--- src/rtl/risc_pkg.sv ---
// risc_pkg: shared defaults and next-PC source encoding for the RISC fetch path
package risc_pkg;
  localparam int ADDR_W_DEF = 32;
  localparam logic [31:0] RESET_VEC_DEF = 32'h0000_0000;
  localparam logic [31:0] TRAP_VEC_DEF = 32'h0000_0100;
  typedef enum logic [2:0] {SEL_SEQ, SEL_TGT, SEL_REG, SEL_RAS, SEL_TRAP} next_pc_sel_t;
endpackage

--- src/rtl/pc_sequencer_if.sv ---
// pc_sequencer_if: decoder strobes and ALU flags in, fetch address and stack status out
interface pc_sequencer_if #(
  parameter int ADDR_W = 32,
  parameter int RAS_DEPTH = 8
);
  localparam int DW = $clog2(RAS_DEPTH) + 1;
  logic advance;
  logic [31:0] instruction;
  logic b, br, bz, bnz, bcy, bncy, bs, bns, bv, bnv, Call, Ret;
  logic zf, cf, sf, vf;
  logic [ADDR_W-1:0] rs_value;
  logic [ADDR_W-1:0] pc;
  logic redirect;
  logic [DW-1:0] ras_depth;
  logic ras_overflow, ras_underflow;
  modport master (
    output advance, instruction, b, br, bz, bnz, bcy, bncy, bs, bns, bv, bnv, Call, Ret,
    output zf, cf, sf, vf, rs_value,
    input pc, redirect, ras_depth, ras_overflow, ras_underflow
  );
  modport slave (
    input advance, instruction, b, br, bz, bnz, bcy, bncy, bs, bns, bv, bnv, Call, Ret,
    input zf, cf, sf, vf, rs_value,
    output pc, redirect, ras_depth, ras_overflow, ras_underflow
  );
endinterface

--- src/rtl/return_stack.sv ---
// return_stack: LIFO of return addresses; push ignored when full, pop ignored when empty
module return_stack #(
  parameter int W = 32,
  parameter int DEPTH = 8,
  localparam int DW = $clog2(DEPTH) + 1
) (
  input  logic          clk,
  input  logic          rst_n,
  input  logic          push_i,
  input  logic          pop_i,
  input  logic [W-1:0]  din_i,
  output logic [W-1:0]  dout_o,
  output logic          full_o,
  output logic          empty_o,
  output logic [DW-1:0] depth_o
);
  logic [W-1:0] mem_q [DEPTH];
  logic [DW-1:0] depth_q, depth_d;
  logic [DW-2:0] top;
  assign full_o = depth_q == DW'(DEPTH);
  assign empty_o = depth_q == '0;
  assign depth_o = depth_q;
  assign top = (DW-1)'(depth_q - DW'(1));
  assign dout_o = mem_q[top];
  always_comb begin
    depth_d = (push_i && !full_o) ? depth_q + DW'(1) : (pop_i && !empty_o) ? depth_q - DW'(1) : depth_q;
  end
  always_ff @(posedge clk or negedge rst_n)
    if (!rst_n) depth_q <= '0;
    else depth_q <= depth_d;
  // Contents need no reset: occupancy alone decides what is valid.
  always_ff @(posedge clk)
    if (push_i && !full_o) mem_q[depth_q[DW-2:0]] <= din_i;
endmodule

--- src/rtl/pc_sequencer.sv ---
// pc_sequencer: next-PC selection, PC register and return-address stack control
module pc_sequencer
  import risc_pkg::*;
#(
  parameter int ADDR_W = ADDR_W_DEF,
  parameter int RAS_DEPTH = 8,
  parameter logic [ADDR_W-1:0] RESET_VEC = ADDR_W'(RESET_VEC_DEF),
  parameter logic [ADDR_W-1:0] TRAP_VEC = ADDR_W'(TRAP_VEC_DEF)
) (
  input logic clk,
  input logic rst_n,
  pc_sequencer_if.slave bus
);
  localparam int DW = $clog2(RAS_DEPTH) + 1;
  next_pc_sel_t sel;
  logic [ADDR_W-1:0] pc_q, pc_d, seq, tgt, ras_top;
  logic redirect_q, redirect_d, ovf_q, ovf_d, unf_q, unf_d;
  logic cond, push, pop, full, empty;
  logic [DW-1:0] depth;
  logic unused_hi;
  assign unused_hi = ^bus.instruction[31:16];
  assign seq = pc_q + ADDR_W'(4);
  assign tgt = seq + ADDR_W'($signed({bus.instruction[15:0], 2'b00}));
  assign cond = (bus.bz && bus.zf) || (bus.bnz && !bus.zf) || (bus.bcy && bus.cf) || (bus.bncy && !bus.cf)
             || (bus.bs && bus.sf) || (bus.bns && !bus.sf) || (bus.bv && bus.vf) || (bus.bnv && !bus.vf);
  always_comb begin
    sel = bus.Ret ? (empty ? SEL_TRAP : SEL_RAS) : bus.Call ? SEL_TGT : bus.br ? SEL_REG
        : (bus.b || cond) ? SEL_TGT : SEL_SEQ;
  end
  // Ret outranks Call, so a push and a pop can never coincide.
  assign push = bus.advance && bus.Call && !bus.Ret;
  assign pop = bus.advance && bus.Ret;
  always_comb begin
    pc_d = !bus.advance ? pc_q : sel == SEL_RAS ? ras_top : sel == SEL_TRAP ? TRAP_VEC
         : sel == SEL_REG ? {bus.rs_value[ADDR_W-1:2], 2'b00} : sel == SEL_TGT ? tgt : seq;
    redirect_d = bus.advance && sel != SEL_SEQ;
    ovf_d = ovf_q || (push && full);
    unf_d = unf_q || (pop && empty);
  end
  always_ff @(posedge clk or negedge rst_n)
    if (!rst_n) begin
      pc_q <= RESET_VEC;
      redirect_q <= 1'b0;
      ovf_q <= 1'b0;
      unf_q <= 1'b0;
    end else begin
      pc_q <= pc_d;
      redirect_q <= redirect_d;
      ovf_q <= ovf_d;
      unf_q <= unf_d;
    end
  return_stack #(.W(ADDR_W), .DEPTH(RAS_DEPTH)) u_ras (
    .clk(clk), .rst_n(rst_n), .push_i(push), .pop_i(pop), .din_i(seq),
    .dout_o(ras_top), .full_o(full), .empty_o(empty), .depth_o(depth)
  );
  assign bus.pc = pc_q;
  assign bus.redirect = redirect_q;
  assign bus.ras_depth = depth;
  assign bus.ras_overflow = ovf_q;
  assign bus.ras_underflow = unf_q;
endmodule

--- src/flat_wrapper.sv ---
// flat-port wrapper written by rule: the top's interface ports become plain ports
module pc_sequencer_flat import risc_pkg::*;
#(
  parameter int ADDR_W = ADDR_W_DEF,
  parameter int RAS_DEPTH = 8,
  parameter logic [ADDR_W-1:0] RESET_VEC = ADDR_W'(RESET_VEC_DEF),
  parameter logic [ADDR_W-1:0] TRAP_VEC = ADDR_W'(TRAP_VEC_DEF)
)
  (clk, rst_n, bus_advance, bus_instruction, bus_b, bus_br, bus_bz, bus_bnz, bus_bcy, bus_bncy, bus_bs, bus_bns, bus_bv, bus_bnv, bus_Call, bus_Ret, bus_zf, bus_cf, bus_sf, bus_vf, bus_rs_value, bus_pc, bus_redirect, bus_ras_depth, bus_ras_overflow, bus_ras_underflow);
  pc_sequencer_if #(.ADDR_W(ADDR_W), .RAS_DEPTH(RAS_DEPTH)) bus_i ();
  input logic clk;
  input logic rst_n;
  input wire logic [$bits(bus_i.advance)-1:0] bus_advance;
  input wire logic [$bits(bus_i.instruction)-1:0] bus_instruction;
  input wire logic [$bits(bus_i.b)-1:0] bus_b;
  input wire logic [$bits(bus_i.br)-1:0] bus_br;
  input wire logic [$bits(bus_i.bz)-1:0] bus_bz;
  input wire logic [$bits(bus_i.bnz)-1:0] bus_bnz;
  input wire logic [$bits(bus_i.bcy)-1:0] bus_bcy;
  input wire logic [$bits(bus_i.bncy)-1:0] bus_bncy;
  input wire logic [$bits(bus_i.bs)-1:0] bus_bs;
  input wire logic [$bits(bus_i.bns)-1:0] bus_bns;
  input wire logic [$bits(bus_i.bv)-1:0] bus_bv;
  input wire logic [$bits(bus_i.bnv)-1:0] bus_bnv;
  input wire logic [$bits(bus_i.Call)-1:0] bus_Call;
  input wire logic [$bits(bus_i.Ret)-1:0] bus_Ret;
  input wire logic [$bits(bus_i.zf)-1:0] bus_zf;
  input wire logic [$bits(bus_i.cf)-1:0] bus_cf;
  input wire logic [$bits(bus_i.sf)-1:0] bus_sf;
  input wire logic [$bits(bus_i.vf)-1:0] bus_vf;
  input wire logic [$bits(bus_i.rs_value)-1:0] bus_rs_value;
  output wire logic [$bits(bus_i.pc)-1:0] bus_pc;
  output wire logic [$bits(bus_i.redirect)-1:0] bus_redirect;
  output wire logic [$bits(bus_i.ras_depth)-1:0] bus_ras_depth;
  output wire logic [$bits(bus_i.ras_overflow)-1:0] bus_ras_overflow;
  output wire logic [$bits(bus_i.ras_underflow)-1:0] bus_ras_underflow;
  assign bus_i.advance = bus_advance;
  assign bus_i.instruction = bus_instruction;
  assign bus_i.b = bus_b;
  assign bus_i.br = bus_br;
  assign bus_i.bz = bus_bz;
  assign bus_i.bnz = bus_bnz;
  assign bus_i.bcy = bus_bcy;
  assign bus_i.bncy = bus_bncy;
  assign bus_i.bs = bus_bs;
  assign bus_i.bns = bus_bns;
  assign bus_i.bv = bus_bv;
  assign bus_i.bnv = bus_bnv;
  assign bus_i.Call = bus_Call;
  assign bus_i.Ret = bus_Ret;
  assign bus_i.zf = bus_zf;
  assign bus_i.cf = bus_cf;
  assign bus_i.sf = bus_sf;
  assign bus_i.vf = bus_vf;
  assign bus_i.rs_value = bus_rs_value;
  assign bus_pc = bus_i.pc;
  assign bus_redirect = bus_i.redirect;
  assign bus_ras_depth = bus_i.ras_depth;
  assign bus_ras_overflow = bus_i.ras_overflow;
  assign bus_ras_underflow = bus_i.ras_underflow;
  pc_sequencer #(.ADDR_W(ADDR_W), .RAS_DEPTH(RAS_DEPTH), .RESET_VEC(RESET_VEC), .TRAP_VEC(TRAP_VEC)) u_core (.clk(clk), .rst_n(rst_n), .bus(bus_i));
endmodule
--- config.mk ---
export PLATFORM = sky130hd
export DESIGN_NAME = pc_sequencer_flat
export DESIGN_NICKNAME = d
export VERILOG_FILES = /design/src/rtl/risc_pkg.sv /design/src/rtl/pc_sequencer_if.sv /design/src/rtl/return_stack.sv /design/src/rtl/pc_sequencer.sv /design/src/flat_wrapper.sv
export SDC_FILE = /design/constraint.sdc
export NUM_CORES = 1
export LEC_CHECK = 0
export CORE_MARGIN = 2
export CORE_UTILIZATION = 55
export DETAILED_ROUTE_END_ITERATION = 7
export PLACE_DENSITY_LB_ADDON = 0.1
export SLEW_MARGIN = 10
export SYNTH_ARGS = -nofsm -noshare
export SYNTH_HDL_FRONTEND = slang
export SYNTH_SLANG_ARGS = --single-unit
--- constraint.sdc ---
create_clock -name clk -period 16.11 [get_ports clk]
set_input_delay 1.611 -clock clk [delete_from_list [all_inputs] [get_ports clk]]
set_output_delay 1.611 -clock clk [all_outputs]
set_load 0.005 [all_outputs]
==> results of run 1 <==
-- metal layers --
metal | GRT usage, % | vias to the layer above | share of wire, %
met5 | 0 | - | 0
li1 | - | 4190 | -
met4 | 7.79 | 0 | 2.2
met3 | 3.95 | 61 | 7.6
met2 | 45.0 | 396 | 48
met1 | 40.1 | 4720 | 43
-- cells by family (layout without fill, tap and decap cells) --
family / after synthesis / in the layout / share of synthesized area [%]
flops: 295 / 295 / 60.6
simple gates: 259 / 259 / 8.78
compound gates: 221 / 221 / 10.2
mux: 87 / 87 / 11.7
buf+inv: 74 / 204 / 2.25
xor+xnor: 46 / 46 / 2.98
fa+ha+maj: 39 / 39 / 3.47
-- area by class of cell --
cell class / count / area, sq um
Timing Repair Buffer: 126 / 1200
Inverter: 22 / 82.6
Clock inverter: 15 / 103
Fill cell: 1864 / 8660
Sequential cell: 295 / 8670
Tap cell: 330 / 413
Clock buffer: 41 / 812
Multi-Input combinational cell: 652 / 5390
-- registers in the layout, summed over array words and instances, names as in the netlist --
signal / cells
u_core.u_ras.mem_q: 256
u_core.bus.ras_overflow: 1
u_core.u_ras.depth_o: 4
u_core.bus.ras_underflow: 1
u_core.bus.redirect: 1
u_core.bus.pc: 32
-- where the power goes --
part / total (uW) / internal [uW] / switching, uW
logic: 1430 / 629 / 798
registers: 1140 / 1020 / 123
clock network: 645 / 354 / 291
-- per-stage QoR --
stage / cell area [sq um] / cells / worst slack, ps / total power (uW) / hold WS, ps
final: 16700 / 1481 / 11190 / 3220 / 478
after global placement: 15700 / 1425 / 10680 / 2550 / 456
after global routing: 16700 / 1481 / 11030 / 3390 / 519
after floorplan: 14300 / 1021 / 10040 / 2110 / 460
after detailed placement: 15700 / 1425 / 10610 / 2570 / 472
after CTS: 16700 / 1481 / 11210 / 3220 / 485
-- worst paths after layout --
check | from | to | slack (ps) | cells past startpoint
worst max-delay path | bus_advance | u_core.u_ras.mem_q[2][20] | 11190 | 7
worst min-delay path | u_core.bus.ras_overflow | u_core.bus.ras_overflow | 480 | 1
worst max register to register | u_core.bus.pc[2] | u_core.bus.pc[29] | 11360 | 15
worst min register to register | u_core.bus.ras_overflow | u_core.bus.ras_overflow | 480 | 1
max in group asynchronous | rst_n | u_core.u_ras.depth_o[0] | 14460 | 2
min in group asynchronous | rst_n | u_core.bus.pc[31] | 1150 | 2
-- cell usage in the layout, fill, tap and decap left out, types with 15 or more instances in the layout --
| cell type | count |
|---|---|
| edfxtp_1 | 256 |
| nand3_1 | 21 |
| clkdlybuf4s50_1 | 102 |
| dfrtp_1 | 38 |
| mux4_2 | 64 |
| xnor2_1 | 27 |
| nor3_1 | 15 |
| nand2_1 | 101 |
| ha_1 | 37 |
| mux2i_1 | 21 |
| inv_1 | 22 |
| a21o_1 | 17 |
| a21oi_1 | 67 |
| buf_4 | 23 |
| clkbuf_16 | 30 |
| o21ai_0 | 38 |
| nor2_1 | 47 |
==> results.json, run 1 <==
{
  "status": "completed",
  "fp-row-count": 58,
  "cts_tree": "done",
  "grt_max_degree": 57,
  "antenna_found_initial": 0,
  "worst_pin_slew_ps": 1010,
  "final_util_pct": 65.8,
  "vdd_ir_drop_max_mv": 0.140,
  "cts_sinks": 295,
  "ant_nets": 0,
  "start_util_pct": 56.4,
  "cp-start-kind": "primary input",
  "cap_violations": 0,
  "crit_required_ps": 16310,
  "min_period_ps": 4920,
  "gp_congestion": 0.875,
  "endpoint_kind": "register",
  "grt.overflow.total": 0,
  "place_hpwl_um": 23300,
  "critPathMaxFanout": 37,
  "drc": 0,
  "drt-total-wl_um": 37400,
  "antenna_cells": 0,
  "clock_latency_ps": 580,
  "cts.hold.buffers_added": 0,
  "synth_top_cell_area_share_pct": 53.8,
  "slew_viol_final": 0,
  "synth_cell_types": 75,
  "ys_ff_latch": 295,
  "fin_worst_skew_ps": 21.1,
  "min_path_type": "reg2reg",
  "syn2layout_area_growth_pct": 16.6,
  "drive_gt1_share_pct": 15.2,
  "ys_seq_area_share_pct": 60.6,
  "fin_tns_setup_ps": 0,
  "fin_crit_sh_pct": 30.6,
  "drtIter0Drc": 1040,
  "cts.path.max_buffers": 3,
  "cts_made_buffers": 30,
  "track_usage_pct": 27.9,
  "timing.fmax_mhz": 203,
  "p_per_area_nw_per_um2": 193,
  "cts_root_buf": "clkbuf_16",
  "synth_flop_cell": "edfxtp_1",
  "setup_viol": 0,
  "syn_nets": 1143,
  "cts_resized": 0,
  "port_buffers": 103,
  "post_cts_buffers": 0,
  "io_pins": 122,
  "synth_area_sq_um": 14300,
  "fp.dieW_um": 165,
  "htree_levels": 1,
  "layout.nets": 1249,
  "netlist.top_cell.by_area": "edfxtp_1",
  "yosysWarnings": 0,
  "cp_cell_sequence": "clkdlybuf4s50_1 > buf_4 > inv_1 > nor2_1 > nand3_1 > nor3_2 > buf_4",
  "cp.arrival_ps": 5130,
  "yosys-top-cells-area": "edfxtp_1 54%, mux4_2 10%, dfrtp_1 6.8%",
  "clkTransAtPathRegs_ps": 60,
  "grt_pass1_wl_um": 55500,
  "cp_num_buf_inv": 4,
  "core-area_sq_um": 25300,
  "syn_area_per_cell_sq_um": 14.0,
  "path_class": "in2reg",
  "synth_most_common_cell": "edfxtp_1",
  "crit_family": "simple AND/OR/NAND/NOR gates",
  "die_h_um": 165,
  "routed_via_density": 6.32,
  "cp_common_cell": "buf_4",
  "ys_async_sr_fraction_pct": 13.2,
  "cp_slowest_cell": "nor3_2",
  "firstDrtPassIters": 7,
  "hold_viol": 0,
  "dieArea_sq_um": 27300,
  "leakage_uw": 0.00587,
  "synth_edf_count": 256,
  "syn_inst": 1021,
  "num_vias": 9367,
  "wl_per_cell_um": 25.2,
  "slew_headroom_pct": 32.2,
  "max_stage_delay_ps": 900,
  "rsz0062_at_grt": "no",
  "first_global_vias": 9200,
  "synthTopCellsByCount": "256 x edfxtp_1, 101 x nand2_1, 67 x a21oi_1"
}
Note: power is estimated with default switching activity, not from simulation.
==> run 2, diff against run 1 <==
==> constraint.sdc (replaced) <==
create_clock -name clk -period 5 [get_ports clk]
set_input_delay 0.5 -clock clk [delete_from_list [all_inputs] [get_ports clk]]
set_output_delay 0.5 -clock clk [all_outputs]
set_load 0.005 [all_outputs]
==> results.json, run 2 (same netlist as run 1, synthesis figures left out) <==
{
  "fin_worst_skew_ps": 12.8,
  "track_usage_pct": 28.5,
  "hold_ws_ps": 76.5,
  "cp_num_buf_inv": 0,
  "leakage_uw": 0.00605,
  "dieArea_sq_um": 27300,
  "fin_crit_sh_pct": 91.7,
  "post_cts_buffers": 0,
  "min_path_type": "in2async",
  "crit_required_ps": 5440,
  "port_buffers": 103,
  "drt-total-wl_um": 38000,
  "hold_viol": 0,
  "r2r_start": "u_core.bus.pc[2]",
  "p_total_uw": 10800,
  "largest_register_ffs": 256,
  "cp_slowest_cell": "xnor2_1",
  "core-area_sq_um": 25300,
  "vdd_ir_drop_max_mv": 0.420,
  "fp.dieW_um": 165,
  "gp_congestion": 0.920,
  "cts.path.max_buffers": 3,
  "max_stage_delay_ps": 790,
  "place_hpwl_um": 24600,
  "first_global_vias": 9352,
  "layout_common_cells": "256 x edfxtp_1, 102 x clkdlybuf4s50_1, 101 x nand2_1",
  "crit_cells": 15,
  "wl_per_cell_um": 25.3,
  "grt.overflow.total": 0,
  "drtIter0Drc": 846,
  "slew_viol_final": 0,
  "clkTransAtPathRegs_ps": 60,
  "crit_family": "compound AO/OA/AOI/OAI gates",
  "layout.nets": 1271,
  "rsz0062_at_grt": "no",
  "status": "completed",
  "setup_viol": 0,
  "drive_gt1_share_pct": 17.3,
  "cts_tree": "done",
  "critPathLaunch": "u_core.bus.pc[2]",
  "finish.instance_area_sq_um": 17000,
  "critPathMaxFanout": 10,
  "htree_levels": 1,
  "slew_headroom_pct": 26.4,
  "timing.fmax_mhz": 218,
  "ant_nets": 0,
  "cp_common_cell": "a21o_1",
  "start_util_pct": 56.4,
  "min_period_ps": 4590,
  "layout_commonest_cell": "edfxtp_1",
  "cp_cell_sequence": "ha_1 > and4_1 > nand2_1 > nor4_1 > nand3_1 > xnor2_1 > ha_1 > a21o_1 > a21o_1 > a21o_1 > a31oi_1 > o21ai_0 > a31o_1 > o211a_1 > a22o_1",
  "firstDrtPassIters": 5,
  "cts_root_buf": "clkbuf_16",
  "r2r_cells": 15,
  "num_vias": 9462,
  "grt_pass1_wl_um": 56600,
  "io_pins": 122,
  "endpoint_kind": "register",
  "placed_area_sq_um": 16000,
  "path_class": "reg2reg",
  "r2r-end": "u_core.bus.pc[29]",
  "cp.arrival_ps": 5020,
  "cts.hold.buffers_added": 0,
  "cap_violations": 0,
  "fin_tns_setup_ps": 0,
  "cp-start-kind": "register",
  "die_h_um": 165,
  "clock_latency_ps": 550,
  "cp-endpoint": "u_core.bus.pc[29]",
  "syn2layout_area_growth_pct": 19.0,
  "antenna_found_initial": 0,
  "grt_max_degree": 49,
  "cts_sinks": 295,
  "worst_pin_slew_ps": 1100,
  "n_fill_cell": 1845,
  "cts_made_buffers": 30,
  "final_util_pct": 67.1,
  "drc": 0,
  "rrSetupSlack_ps": 410,
  "p_per_area_nw_per_um2": 634,
  "fp-row-count": 58,
  "cts_resized": 0,
  "routed_via_density": 6.30,
  "antenna_cells": 0
}
## run 2: cell types whose count changed in the layout (fill, tap and decap cells not counted), moves of 2 or more
cell | before | now
buf_12 | 0 | 3
buf_4 | 23 | 42
bufinv_16 | 0 | 4
clkbuf_1 | 9 | 7
clkinv_1 | 5 | 1
clkinv_4 | 0 | 2
## run 2: final cells by class
class	instances	area, sq um	area share [%]
clock buffer	41	843	4.96
clock inverter	15	186	1.10
inverter	22	82.6	0.486
multi-input combinational	652	5410	31.8
sequential	295	8670	51.0
tap	330	413	2.43
timing repair buffer	148	1400	8.24
## run 2: worst reg2reg max path: stages, from the launching register on
cell	delay (ps)
dfrtp_1	430
ha_1	230
and4_1	300
nand2_1	180
nor4_1	460
nand3_1	160
xnor2_1	790
ha_1	470
a21o_1	210
a21o_1	170
a21o_1	200
a31oi_1	170
o21ai_0	100
a31o_1	210
o211a_1	200
a22o_1	190
## run 2: how the worst min path moves through the flow
stage                                 start                      end  slack [ps]  cells past startpoint
floorplan                             rst_n         u_core.bus.pc[0]         200                      0
global placement    u_core.bus.ras_overflow  u_core.bus.ras_overflow         460                      1
detailed placement  u_core.bus.ras_overflow  u_core.bus.ras_overflow         460                      1
CTS                                   rst_n        u_core.bus.pc[22]          60                      2
global route                          rst_n  u_core.u_ras.depth_o[3]         100                      2
finish                                rst_n        u_core.bus.pc[22]          80                      2
## run 2: through the flow
stage | setup slack [ps] | std cells
final | 413 | 1503
after global routing | 103 | 1503
after CTS | 483 | 1503
after detailed placement | 511 | 1447
after global placement | 560 | 1447
after floorplan | 47.0 | 1021
## run 2: where the power goes
group	total [uW]	switching (uW)	internal, uW	leakage [uW]
clock network	2310	925	1390	0.000502
logic	4820	2670	2150	0.00277
registers	3650	368	3280	0.00278
## run 2: layer usage
layer	track usage, %	wire, um	up-vias	part of all wire (%)
met3	5.27	3170	63	8.3
met2	45.8	17800	383	47
met5	0	0	-	0
met4	6.68	886	0	2.3
met1	41.0	16100	4781	42
li1	-	-	4235	-
==> run 3, diff against run 2 <==
--- a/config.mk
+++ b/config.mk
@@ -5,6 +5,8 @@
 export SDC_FILE = /design/constraint.sdc
 export NUM_CORES = 1
 export LEC_CHECK = 0
+export ABC_CLOCK_PERIOD_IN_PS = 5000
+export CORE_ASPECT_RATIO = 1.75
 export CORE_MARGIN = 2
 export CORE_UTILIZATION = 55
 export DETAILED_ROUTE_END_ITERATION = 7
==> results.json, run 3 (same netlist as run 1, synthesis figures left out) <==
{
  "htree_levels": 1,
  "cp_num_buf_inv": 0,
  "crit_required_ps": 5470,
  "cp-start-kind": "register",
  "fp.dieW_um": 126,
  "rrSetupSlack_ps": 630,
  "setup_viol": 0,
  "wl_per_cell_um": 25.8,
  "dp_slack_ps": 728,
  "die_h_um": 217,
  "cts.path.max_buffers": 3,
  "antenna_found_initial": 0,
  "firstDrtPassIters": 5,
  "r2r-end": "u_core.bus.pc[31]",
  "cts_tree": "done",
  "critPathMaxFanout": 10,
  "cts_resized": 0,
  "r2r_start": "u_core.bus.pc[2]",
  "cts.hold.buffers_added": 0,
  "port_buffers": 103,
  "grt_max_degree": 43,
  "max_stage_delay_ps": 510,
  "slew_headroom_pct": 31.6,
  "track_usage_pct": 28.4,
  "start_util_pct": 55.5,
  "cap_violations": 0,
  "syn2layout_area_growth_pct": 17.9,
  "cts_sinks": 295,
  "timing.fmax_mhz": 229,
  "antenna_cells": 0,
  "min_path_type": "in2async",
  "cp.arrival_ps": 4840,
  "min_period_ps": 4370,
  "drc": 0,
  "leakage_uw": 0.00599,
  "hold_ws_ps": 45.9,
  "worst_pin_slew_ps": 1020,
  "hold_viol": 0,
  "drt-total-wl_um": 38300,
  "cp_common_cell": "ha_1",
  "seqCellArea_sq_um": 8670,
  "first_global_vias": 9579,
  "rsz0062_at_grt": "no",
  "clock_latency_ps": 550,
  "fin_worst_skew_ps": 10.3,
  "io_pins": 122,
  "post_cts_buffers": 0,
  "n_fill_cell": 1954,
  "drtIter0Drc": 705,
  "grt.overflow.total": 0,
  "cp_cell_sequence": "ha_1 > and4_1 > nand2_1 > nor4_1 > xnor2_1 > ha_1 > nand4_1 > or2_2 > nor2_1 > o211ai_1 > a21oi_1 > mux2_2 > and3_1 > nor3_1",
  "final_util_pct": 65.4,
  "multi_input_area_sq_um": 5400,
  "drive_gt1_share_pct": 16.9,
  "cts_made_buffers": 27,
  "routed_via_density": 6.33,
  "path_class": "reg2reg",
  "endpoint_kind": "register",
  "grt_pass1_wl_um": 57800,
  "crit_family": "simple AND/OR/NAND/NOR gates",
  "gp_congestion": 0.911,
  "fp-row-count": 78,
  "fin_tns_setup_ps": 0,
  "status": "completed",
  "dieArea_sq_um": 27300,
  "cp_slowest_cell": "ha_1",
  "p_per_area_nw_per_um2": 625,
  "clkTransAtPathRegs_ps": 70,
  "slew_viol_final": 0,
  "ant_nets": 0,
  "core-area_sq_um": 25800,
  "vdd_ir_drop_max_mv": 0.451,
  "layout_common_cells": "256 x edfxtp_1, 102 x clkdlybuf4s50_1, 101 x nand2_1",
  "r2r_cells": 14,
  "place_hpwl_um": 25000,
  "cts_root_buf": "clkbuf_16",
  "num_vias": 9396,
  "layout.nets": 1266,
  "largest_register_ffs": 256,
  "fin_crit_sh_pct": 87.3,
  "worst_slack_ps": 634,
  "critPathLaunch": "u_core.bus.pc[2]",
  "layout_commonest_cell": "edfxtp_1"
}
==> run 3: area by class of cell <==
cell class / count / area share (%)
Clock buffer: 36 / 4.39
Clock inverter: 14 / 1.05
Inverter: 22 / 0.490
Multi-Input combinational cell: 652 / 32.0
Sequential cell: 295 / 51.4
Tap cell: 320 / 2.38
Timing Repair Buffer: 146 / 8.23
==> run 3: stage by stage <==
step	area, sq um	power [uW]	cells
after floorplan	14300	6800	1021
after global placement	15900	8360	1435
after detailed placement	15900	8430	1435
after CTS	16800	10600	1485
after global routing	16800	11100	1485
final	16800	10500	1485
==> run 3: worst max path at each step <==
| stage | to | depth (start not counted) |
|---|---|---|
| 2_1_floorplan | u_core.u_ras.mem_q[1][0] | 11 |
| 3_3_place_gp | u_core.bus.pc[31] | 14 |
| 3_5_place_dp | u_core.bus.pc[31] | 14 |
| 4_1_cts | u_core.bus.pc[31] | 14 |
| 5_1_grt | u_core.bus.pc[31] | 14 |
| 6_report | u_core.bus.pc[31] | 14 |
==> run 3: metal layers <==
metal	wire length [um]	global-route usage [%]	up-vias
met2	19400	49.0	367
met3	2290	3.22	78
met5	0	0	-
met4	1430	11.4	0
li1	-	-	4207
met1	15200	37.1	4744
==> run 3: power by group <==
| part | total [uW] | switching (uW) | leakage (uW) | internal, uW |
|---|---|---|---|---|
| combinational | 4720 | 2590 | 0.00276 | 2130 |
| sequential | 3670 | 395 | 0.00278 | 3280 |
| clock | 2130 | 887 | 0.000454 | 1250 |
